[config.mk]
export PLATFORM = sky130hd
export DESIGN_NAME = fetch_queue
export DESIGN_NICKNAME = d
export VERILOG_FILES = /design/src/rtl/fetch_queue.sv
export SDC_FILE = /design/constraint.sdc
export NUM_CORES = 1
export LEC_CHECK = 0
export ABC_AREA = 1
export CORE_MARGIN = 2
export CORE_UTILIZATION = 56
export DETAILED_ROUTE_END_ITERATION = 16
export HOLD_SLACK_MARGIN = 0.02
export PLACE_DENSITY = 0.8
export SLEW_MARGIN = 20
export SYNTH_ARGS = -nofsm -noshare
export SYNTH_HDL_FRONTEND = slang
export SYNTH_SLANG_ARGS = --single-unit
[constraint.sdc]
create_clock -name clk_i -period 5.12 [get_ports clk_i]
set_input_delay 1.024 -clock clk_i [delete_from_list [all_inputs] [get_ports clk_i]]
set_output_delay 1.024 -clock clk_i [all_outputs]
set_load 0.1 [all_outputs]
[src/rtl/fetch_queue.sv]
`default_nettype none
// ============================================================================
//  Module      : fetch_queue
//  Description : Instruction fetch front end. Issues word-aligned requests
//                to instruction memory under a credit rule so that the
//                instruction buffer can never overflow. Returns words in
//                order to decode together with their PC. A redirect flushes
//                the buffer and discards responses still in flight.
//  Revision    : 1.0 - initial release
// ============================================================================
module fetch_queue #(
   parameter int              XLEN       = 32,
   parameter logic [XLEN-1:0] PC_RST_VEC = {XLEN{1'b0}},
   parameter int              DEPTH      = 4
) (
   input  logic            clk_i,
   input  logic            rst_b_i,
   input  logic            redirect_valid_i,
   input  logic [XLEN-1:0] redirect_pc_i,
   output logic            imem_req_o,
   output logic [XLEN-1:0] imem_addr_o,
   input  logic            imem_gnt_i,
   input  logic            imem_rvalid_i,
   input  logic [XLEN-1:0] imem_rdata_i,
   output logic            inst_valid_o,
   input  logic            inst_ready_i,
   output logic [XLEN-1:0] inst_o,
   output logic [XLEN-1:0] inst_pc_o
);

   // Pointer width and counter width (counters must be able to hold DEPTH).
   localparam int              PW      = $clog2(DEPTH);
   localparam int              CW      = PW + 1;
   localparam logic [CW:0]     DEPTH_C = (CW+1)'(DEPTH);
   localparam logic [XLEN-1:0] PC_STEP = XLEN'(4);
   localparam logic [CW-1:0]   CNT_ONE = CW'(1);
   localparam logic [PW-1:0]   PTR_ONE = PW'(1);

   // Architectural state
   logic [XLEN-1:0] fetch_pc_q, fetch_pc_d;
   logic [XLEN-1:0] resp_pc_q, resp_pc_d;
   logic [CW-1:0]   outst_q, outst_d;
   logic [CW-1:0]   discard_q, discard_d;
   logic [CW-1:0]   count_q, count_d;
   logic [PW-1:0]   rd_ptr_q, rd_ptr_d;
   logic [PW-1:0]   wr_ptr_q, wr_ptr_d;
   logic [XLEN-1:0] data_q [DEPTH];
   logic [XLEN-1:0] pcmem_q [DEPTH];

   // Combinational helpers
   logic [XLEN-1:0] redirect_aligned;
   logic [CW:0]     credit_used;
   logic            credit_ok;
   logic            grant;
   logic            rsp;
   logic            push;
   logic            pop;

   assign redirect_aligned = {redirect_pc_i[XLEN-1:2], 2'b00};

   // Buffered entries plus in-flight requests (discarded ones included)
   // must leave room for one more response before a new request goes out.
   assign credit_used = {1'b0, count_q} + {1'b0, outst_q};
   assign credit_ok   = (credit_used < DEPTH_C);

   // Outputs are forced quiet while reset is asserted so nothing stale leaks.
   assign imem_req_o   = rst_b_i & credit_ok;
   assign imem_addr_o  = rst_b_i ? fetch_pc_q : PC_RST_VEC;
   assign inst_valid_o = rst_b_i & (count_q != '0);
   assign inst_o       = data_q[rd_ptr_q];
   assign inst_pc_o    = pcmem_q[rd_ptr_q];

   assign grant = imem_req_o & imem_gnt_i;
   // A response with nothing outstanding is a protocol error and is ignored.
   assign rsp   = imem_rvalid_i & (outst_q != '0);

   // Next-state computation for PCs, credit/discard counters and FIFO control.
   always_comb begin
      fetch_pc_d = fetch_pc_q;
      resp_pc_d  = resp_pc_q;
      outst_d    = outst_q;
      discard_d  = discard_q;
      count_d    = count_q;
      rd_ptr_d   = rd_ptr_q;
      wr_ptr_d   = wr_ptr_q;
      push       = 1'b0;
      pop        = 1'b0;

      // Outstanding tracks every granted request until its response returns,
      // regardless of whether that response will be thrown away.
      case ({grant, rsp})
         2'b10:   outst_d = outst_q + CNT_ONE;
         2'b01:   outst_d = outst_q - CNT_ONE;
         default: outst_d = outst_q;
      endcase

      if (redirect_valid_i) begin
         // Everything still in flight after this cycle belongs to the old
         // path, including a request granted right now. A response arriving
         // in this cycle is simply dropped.
         fetch_pc_d = redirect_aligned;
         resp_pc_d  = redirect_aligned;
         discard_d  = outst_d;
         count_d    = '0;
         rd_ptr_d   = '0;
         wr_ptr_d   = '0;
      end else begin
         if (grant) begin
            fetch_pc_d = fetch_pc_q + PC_STEP;
         end

         if (rsp) begin
            if (discard_q != '0) begin
               discard_d = discard_q - CNT_ONE;
            end else begin
               push = 1'b1;
            end
         end

         pop = inst_valid_o & inst_ready_i;

         if (push) begin
            wr_ptr_d  = wr_ptr_q + PTR_ONE;
            resp_pc_d = resp_pc_q + PC_STEP;
         end

         if (pop) begin
            rd_ptr_d = rd_ptr_q + PTR_ONE;
         end

         case ({push, pop})
            2'b10:   count_d = count_q + CNT_ONE;
            2'b01:   count_d = count_q - CNT_ONE;
            default: count_d = count_q;
         endcase
      end
   end

   // Control state register with synchronous active-low reset.
   always_ff @(posedge clk_i) begin
      if (!rst_b_i) begin
         fetch_pc_q <= PC_RST_VEC;
         resp_pc_q  <= PC_RST_VEC;
         outst_q    <= '0;
         discard_q  <= '0;
         count_q    <= '0;
         rd_ptr_q   <= '0;
         wr_ptr_q   <= '0;
      end else begin
         fetch_pc_q <= fetch_pc_d;
         resp_pc_q  <= resp_pc_d;
         outst_q    <= outst_d;
         discard_q  <= discard_d;
         count_q    <= count_d;
         rd_ptr_q   <= rd_ptr_d;
         wr_ptr_q   <= wr_ptr_d;
      end
   end

   // Buffer storage: instruction word and its PC written at the tail.
   always_ff @(posedge clk_i) begin
      if (rst_b_i && push) begin
         data_q[wr_ptr_q]  <= imem_rdata_i;
         pcmem_q[wr_ptr_q] <= resp_pc_q;
      end
   end

endmodule
`default_nettype wire

==> impl_metrics.ini, run 1 <==
[timing]
final.setup.tns_ps = 0
fmax_mhz = 259
finalClockSkew_ps = 13.6
relative_slew_slack_pct = 42.9
min_period_ps = 3860
timing.hold.ws_ps = 469
final-hold-violation-count = 0
final_worst_path_cycle_share_pct = 75.5
grt_setup_unrepaired = false
finalSetupViolations = 0
worst_margin_pin_slew_ps = 856
slew_viol_final = 0

[setup_path]
timing.critical_path.to_type = output port
critical_path.max_fanout = 76
critPathSlowestCell = buf_4
critical_path_class = reg2out
cp.buffers_inverters = 2
required_ps = 4100
startpoint_type = flop
timing.critical_path.mode_cell = buf_4
critical_path_arrival_ps = 2840
crit_chain = buf_4 -> o21ai_0 -> o22ai_1 -> buf_4
worst_path_largest_cell_delay_ps = 710
critical_path.top_delay_family = buffers and inverters

[final_layout]
layout.nets = 1720
layout.cells.most_common_list = nand2_1 (257), edfxtp_1 (248), nor2_1 (217)
multi_input_area_sq_um = 4680
area_delta_synth_final_pct = 18.6
post-route-util_pct = 67.7
diodes = 0
fillers = 1881
share_of_final_layout_standard_cells_stronger_than_drive_strength_1_pct = 12.1
mostFrequentLayoutCell = nand2_1
sequential_cell_area_sq_um = 8950

[route]
remaining_antenna_violation_count_after_routing = 0
postRouteWirelength_um = 33600
drtPass1Iterations = 5
wl_per_cell_um = 16.9
vias_per_cell = 5.55
drc = 0
via_count = 11000
initialDrtViolationCount = 880

[floorplan]
chipHeight_um = 164
floorplan.die.width_um = 164
rows = 58
initial_core_util_pct = 57.1
pin_count = 168
core-area_sq_um = 25300
die_area_sq_um = 27100

[cts]
cts_inserted_buffers = 31
cts_num_sinks = 323
worst_skew_pair.late_latency_ps = 550
cts.path.max_buffers = 3
clock_edge_transition_at_the_registers_on_the_reported_setup_and_hold_paths_ps = 60
cts.repair_timing.setup_buffer_count = 0
htreeDepth = 1
tritoncts_clock_tree = built
ctsHoldBuffers = 0
cts-resized-gates = 0
clock_tree.root_cell = clkbuf_16

[logic_synthesis]
fraction_of_synthesis_flops_using_an_asynchronous_set_or_reset_pin_pct = 0
syn-mean-instance-area_sq_um = 9.66
ys.flop_type = edfxtp_1
synth.cell_area_sq_um = 14400
synth.yosys.seq_area_share_pct = 62.0
synth.lib_cells_used.distinct = 35
synthCells = 1494
synth_edf_count = 248
synth-warning-count = 0
number_of_storage_elements_in_the_synthesis_netlist = 323

[flow_run]
maxCapViolations = 0

[global_routing]
number_of_antenna_violations_at_the_first_check_in_global_routing = 0
grt.total_usage_pct = 24.6
grt_pass1_wl_um = 52600
grt_overflow = 0
maximum_number_of_pins_on_one_net_before_global_route_repair = 89
grt_pass1_vias = 10400

[placed_design]
finalWeightedCongestion = 0.926
portBuffers = 161
detailed_place_hpwl_um = 21000

[power]
power_leakage_nw = 6.45
pwr_density_cell_nw_per_um2 = 361
vdd_ir_drop_max_mv = 0.304

[min_path]
hold_path_class = reg2reg

[outcome]
status = completed
[tightest hold or removal path: stages, from the launching register on]
cell     delay (ps)
dfxtp_1         310
nand2_1          60
a21oi_1          60
[path summary, 6_finish.rpt]
kind,from,endpoint,slack (ps),cells past startpoint
min,discard_q[1],discard_q[1],470,2
max,flop,inst_pc_o[11],1260,4
min reg2reg,discard_q[1],discard_q[1],470,2
max reg2reg,discard_q[0],data_q[0][0],2190,9
[flip-flops by register name (all words and copies together) (netlist names), named ones only]
register	cells
wr_ptr_q	2
outst_q	3
fetch_pc_q	30
count_q	3
data_q	128
rd_ptr_q	2
resp_pc_q	30
discard_q	3
pcmem_q	120
[routing by layer]
metal  up-vias  routed length (um)  track usage [%]
met5         -                   0                0
met4         0                 789             6.96
met3        60                2910             4.65
met2       442               16000             41.6
met1      5157               13900             32.7
li1       5383                   -                -
[per-stage QoR]
stage | area [sq um] | total power (W) | worst slack (ps) | cells
3_3_place_gp | 16100 | 0.00389 | 1390 | 1933
3_5_place_dp | 16100 | 0.00391 | 1290 | 1933
4_1_cts | 17100 | 0.00621 | 698 | 1990
5_1_grt | 17100 | 0.00639 | 1110 | 1990
2_1_floorplan | 14400 | 0.00367 | 349 | 1497
6_report | 17100 | 0.00618 | 1260 | 1990
[logic make-up after synthesis]
| kind of cell | Yosys count | share of synthesized area, % |
|---|---|---|
| AND/OR/NAND/NOR | 601 | 17.7 |
| AO/OA/AOI/OAI | 337 | 12.4 |
| flip-flops | 323 | 62.0 |
| buffers and inverters | 207 | 5.83 |
| adder cells (fa/ha/maj) | 14 | 1.32 |
| XOR/XNOR | 11 | 0.668 |
| other | 1 | 0.0260 |
[synthesized netlist by cell type (11+ instances only)]
master    count  area, sq um
nand2_1     257          965
edfxtp_1    248         7450
nor2_1      221          830
o21ai_0     188          941
inv_1       131          492
dfxtp_1      75         1500
a21oi_1      73          365
nand3_1      67          335
o22ai_1      63          394
clkbuf_1     44          165
buf_2        14         70.1
ha_1         12          150
nand4_1      12         75.1
xor2_1       11         96.3
[layout make-up]
cell class | instances | area share, %
timing repair buffer | 177 | 8.84
multi-input combinational | 967 | 27.3
clock buffer | 40 | 4.73
inverter | 136 | 3.00
clock inverter | 17 | 1.34
sequential | 323 | 52.3
tap | 330 | 2.41
[report_power, final]
group / leakage, nW / internal (W) / switching (W) / total, W
logic: 3.08 / 0.000227 / 0.000634 / 0.000861
clock network: 0.495 / 0.00137 / 0.000944 / 0.00232
registers: 2.87 / 0.00291 / 0.0000894 / 0.00300
(Power assumes the default switching activity.)
==> run 2: changes to the inputs <==
--- a/config.mk
+++ b/config.mk
@@ -7,10 +7,10 @@
 export LEC_CHECK = 0
 export ABC_AREA = 1
 export CORE_MARGIN = 2
-export CORE_UTILIZATION = 56
+export CORE_UTILIZATION = 51
 export DETAILED_ROUTE_END_ITERATION = 16
 export HOLD_SLACK_MARGIN = 0.02
-export PLACE_DENSITY = 0.8
+export PLACE_DENSITY = 0.77
 export SLEW_MARGIN = 20
 export SYNTH_ARGS = -nofsm -noshare
 export SYNTH_HDL_FRONTEND = slang
==> constraint.sdc (replaced) <==
create_clock -name clk_i -period 3.5 [get_ports clk_i]
set_input_delay 0.7 -clock clk_i [delete_from_list [all_inputs] [get_ports clk_i]]
set_output_delay 0.7 -clock clk_i [all_outputs]
set_load 0.1 [all_outputs]
==> run 2 against run 1 <==
  * Power grew 48%
  * Critical path depth is the same
  * Largest cell class unchanged
  * Register-to-register slack lost 1200 ps
  * Worst setup slack lost 990 ps
  * Non-clock buffer count grew 5
  * Sequential power grew 46%
  * Combinational power grew 65%
  * Die area grew 9.6%
==> impl_metrics.ini, run 2 (same netlist as run 1, synthesis figures left out) <==
[timing]
min_period_ps = 3230
finalSetupViolations = 0
slew_viol_final = 0
fmax_mhz = 310
final_worst_path_cycle_share_pct = 92.2
relative_slew_slack_pct = 48.8
timing.hold.ws_ps = 472
finalClockSkew_ps = 8.17
post-route-worst-setup-slack_ps = 272
worst_margin_pin_slew_ps = 768
final-hold-violation-count = 0
grt_setup_unrepaired = false

[final_layout]
layout.cells.most_common_list = nand2_1 (257), edfxtp_1 (248), nor2_1 (217)
largest_register_ffs = 128
area_delta_synth_final_pct = 25.7
layout.nets = 1725
top_register = data_q
post-route-util_pct = 65.3
diodes = 0
mostFrequentLayoutCell = nand2_1
share_of_final_layout_standard_cells_stronger_than_drive_strength_1_pct = 12.3
fillers = 2121
registers_with_the_most_flip_flops = data_q x128, pcmem_q x120

[route]
initialDrtViolationCount = 1064
wl_per_cell_um = 17.1
via_count = 11200
vias_per_cell = 5.50
remaining_antenna_violation_count_after_routing = 0
drc = 0
postRouteWirelength_um = 35000
drtPass1Iterations = 7

[global_routing]
maximum_number_of_pins_on_one_net_before_global_route_repair = 125
grt.total_usage_pct = 23.4
grt_pass1_wl_um = 55000
grt_overflow = 0
number_of_antenna_violations_at_the_first_check_in_global_routing = 1
grt_pass1_vias = 10800

[cts]
cts.repair_timing.setup_buffer_count = 0
clock_edge_transition_at_the_registers_on_the_reported_setup_and_hold_paths_ps = 60
cts_inserted_buffers = 31
ctsHoldBuffers = 0
cts_num_sinks = 323
clock_tree.root_cell = clkbuf_16
htreeDepth = 1
worst_skew_pair.late_latency_ps = 560
cts.path.max_buffers = 3
cts-resized-gates = 0
tritoncts_clock_tree = built

[power]
pwr_density_cell_nw_per_um2 = 503
vdd_ir_drop_max_mv = 0.421
power_leakage_nw = 6.79

[floorplan]
die_area_sq_um = 29600
chipHeight_um = 172
pin_count = 168
core-area_sq_um = 27800
initial_core_util_pct = 51.9
rows = 61
floorplan.die.width_um = 172

[placed_design]
place_ws_ps = 580
detailed_place_hpwl_um = 21900
finalWeightedCongestion = 0.921
portBuffers = 161

[min_path]
hold_path_class = reg2reg

[setup_path]
cp.buffers_inverters = 2
critical_path.top_delay_family = buffers and inverters
crit_chain = buf_4 -> o21ai_0 -> o22ai_1 -> buf_12
critical_path_class = reg2out
timing.critical_path.to_type = output port
startpoint_type = flop
critPathSlowestCell = dfxtp_2
worst_path_largest_cell_delay_ps = 660
critical_path_arrival_ps = 2530
required_ps = 2800
critical_path.max_fanout = 38

[outcome]
status = completed

[flow_run]
maxCapViolations = 0
## run 2: tightest hold or removal path: stages, from the launching register on
cell and delay (ps):
dfxtp_1 310, nand2_1 60, a21oi_1 50
## run 2: cell type report
type                    instances  area (sq um)  share of cell area [%]
clock inverters                20           206                    1.14
inverters                     136           512                    2.82
clock buffers                  37           798                    4.40
multi-input cells             967          4680                    25.8
flip-flops and latches        323          8950                    49.4
repair buffers                182          2510                    13.9
well taps                     378           473                    2.61
## run 2: through the flow
stage,area (sq um),std cells,total power (W),setup TNS [ps]
finish,18100,2043,0.00912,0
global route,18100,2043,0.00941,0
CTS,18100,2043,0.00915,0
detailed placement,17100,1986,0.00587,0
global placement,17100,1986,0.00584,0
floorplan,14400,1497,0.00537,-234870
## run 2: report_power, final
group | internal [W] | leakage, nW | switching (W)
Clock | 0.00192 | 0.483 | 0.00139
Sequential | 0.00426 | 2.87 | 0.000130
Combinational | 0.000451 | 3.44 | 0.000971
## run 2: worst paths after layout
check | start | to | slack (ps) | depth (start not counted)
min reg2reg | discard_q[1] | discard_q[1] | 470 | 2
max | flop | inst_o[17] | 270 | 4
max reg2reg | discard_q[0] | data_q[1][14] | 950 | 9
min | discard_q[1] | discard_q[1] | 470 | 2
## run 2: per-layer routing
layer  share of wire, %  global-route usage, %
met5              0.037                      0
met4                1.8                   5.85
met3                8.5                   4.33
met2                 49                   41.0
met1                 41                   30.1
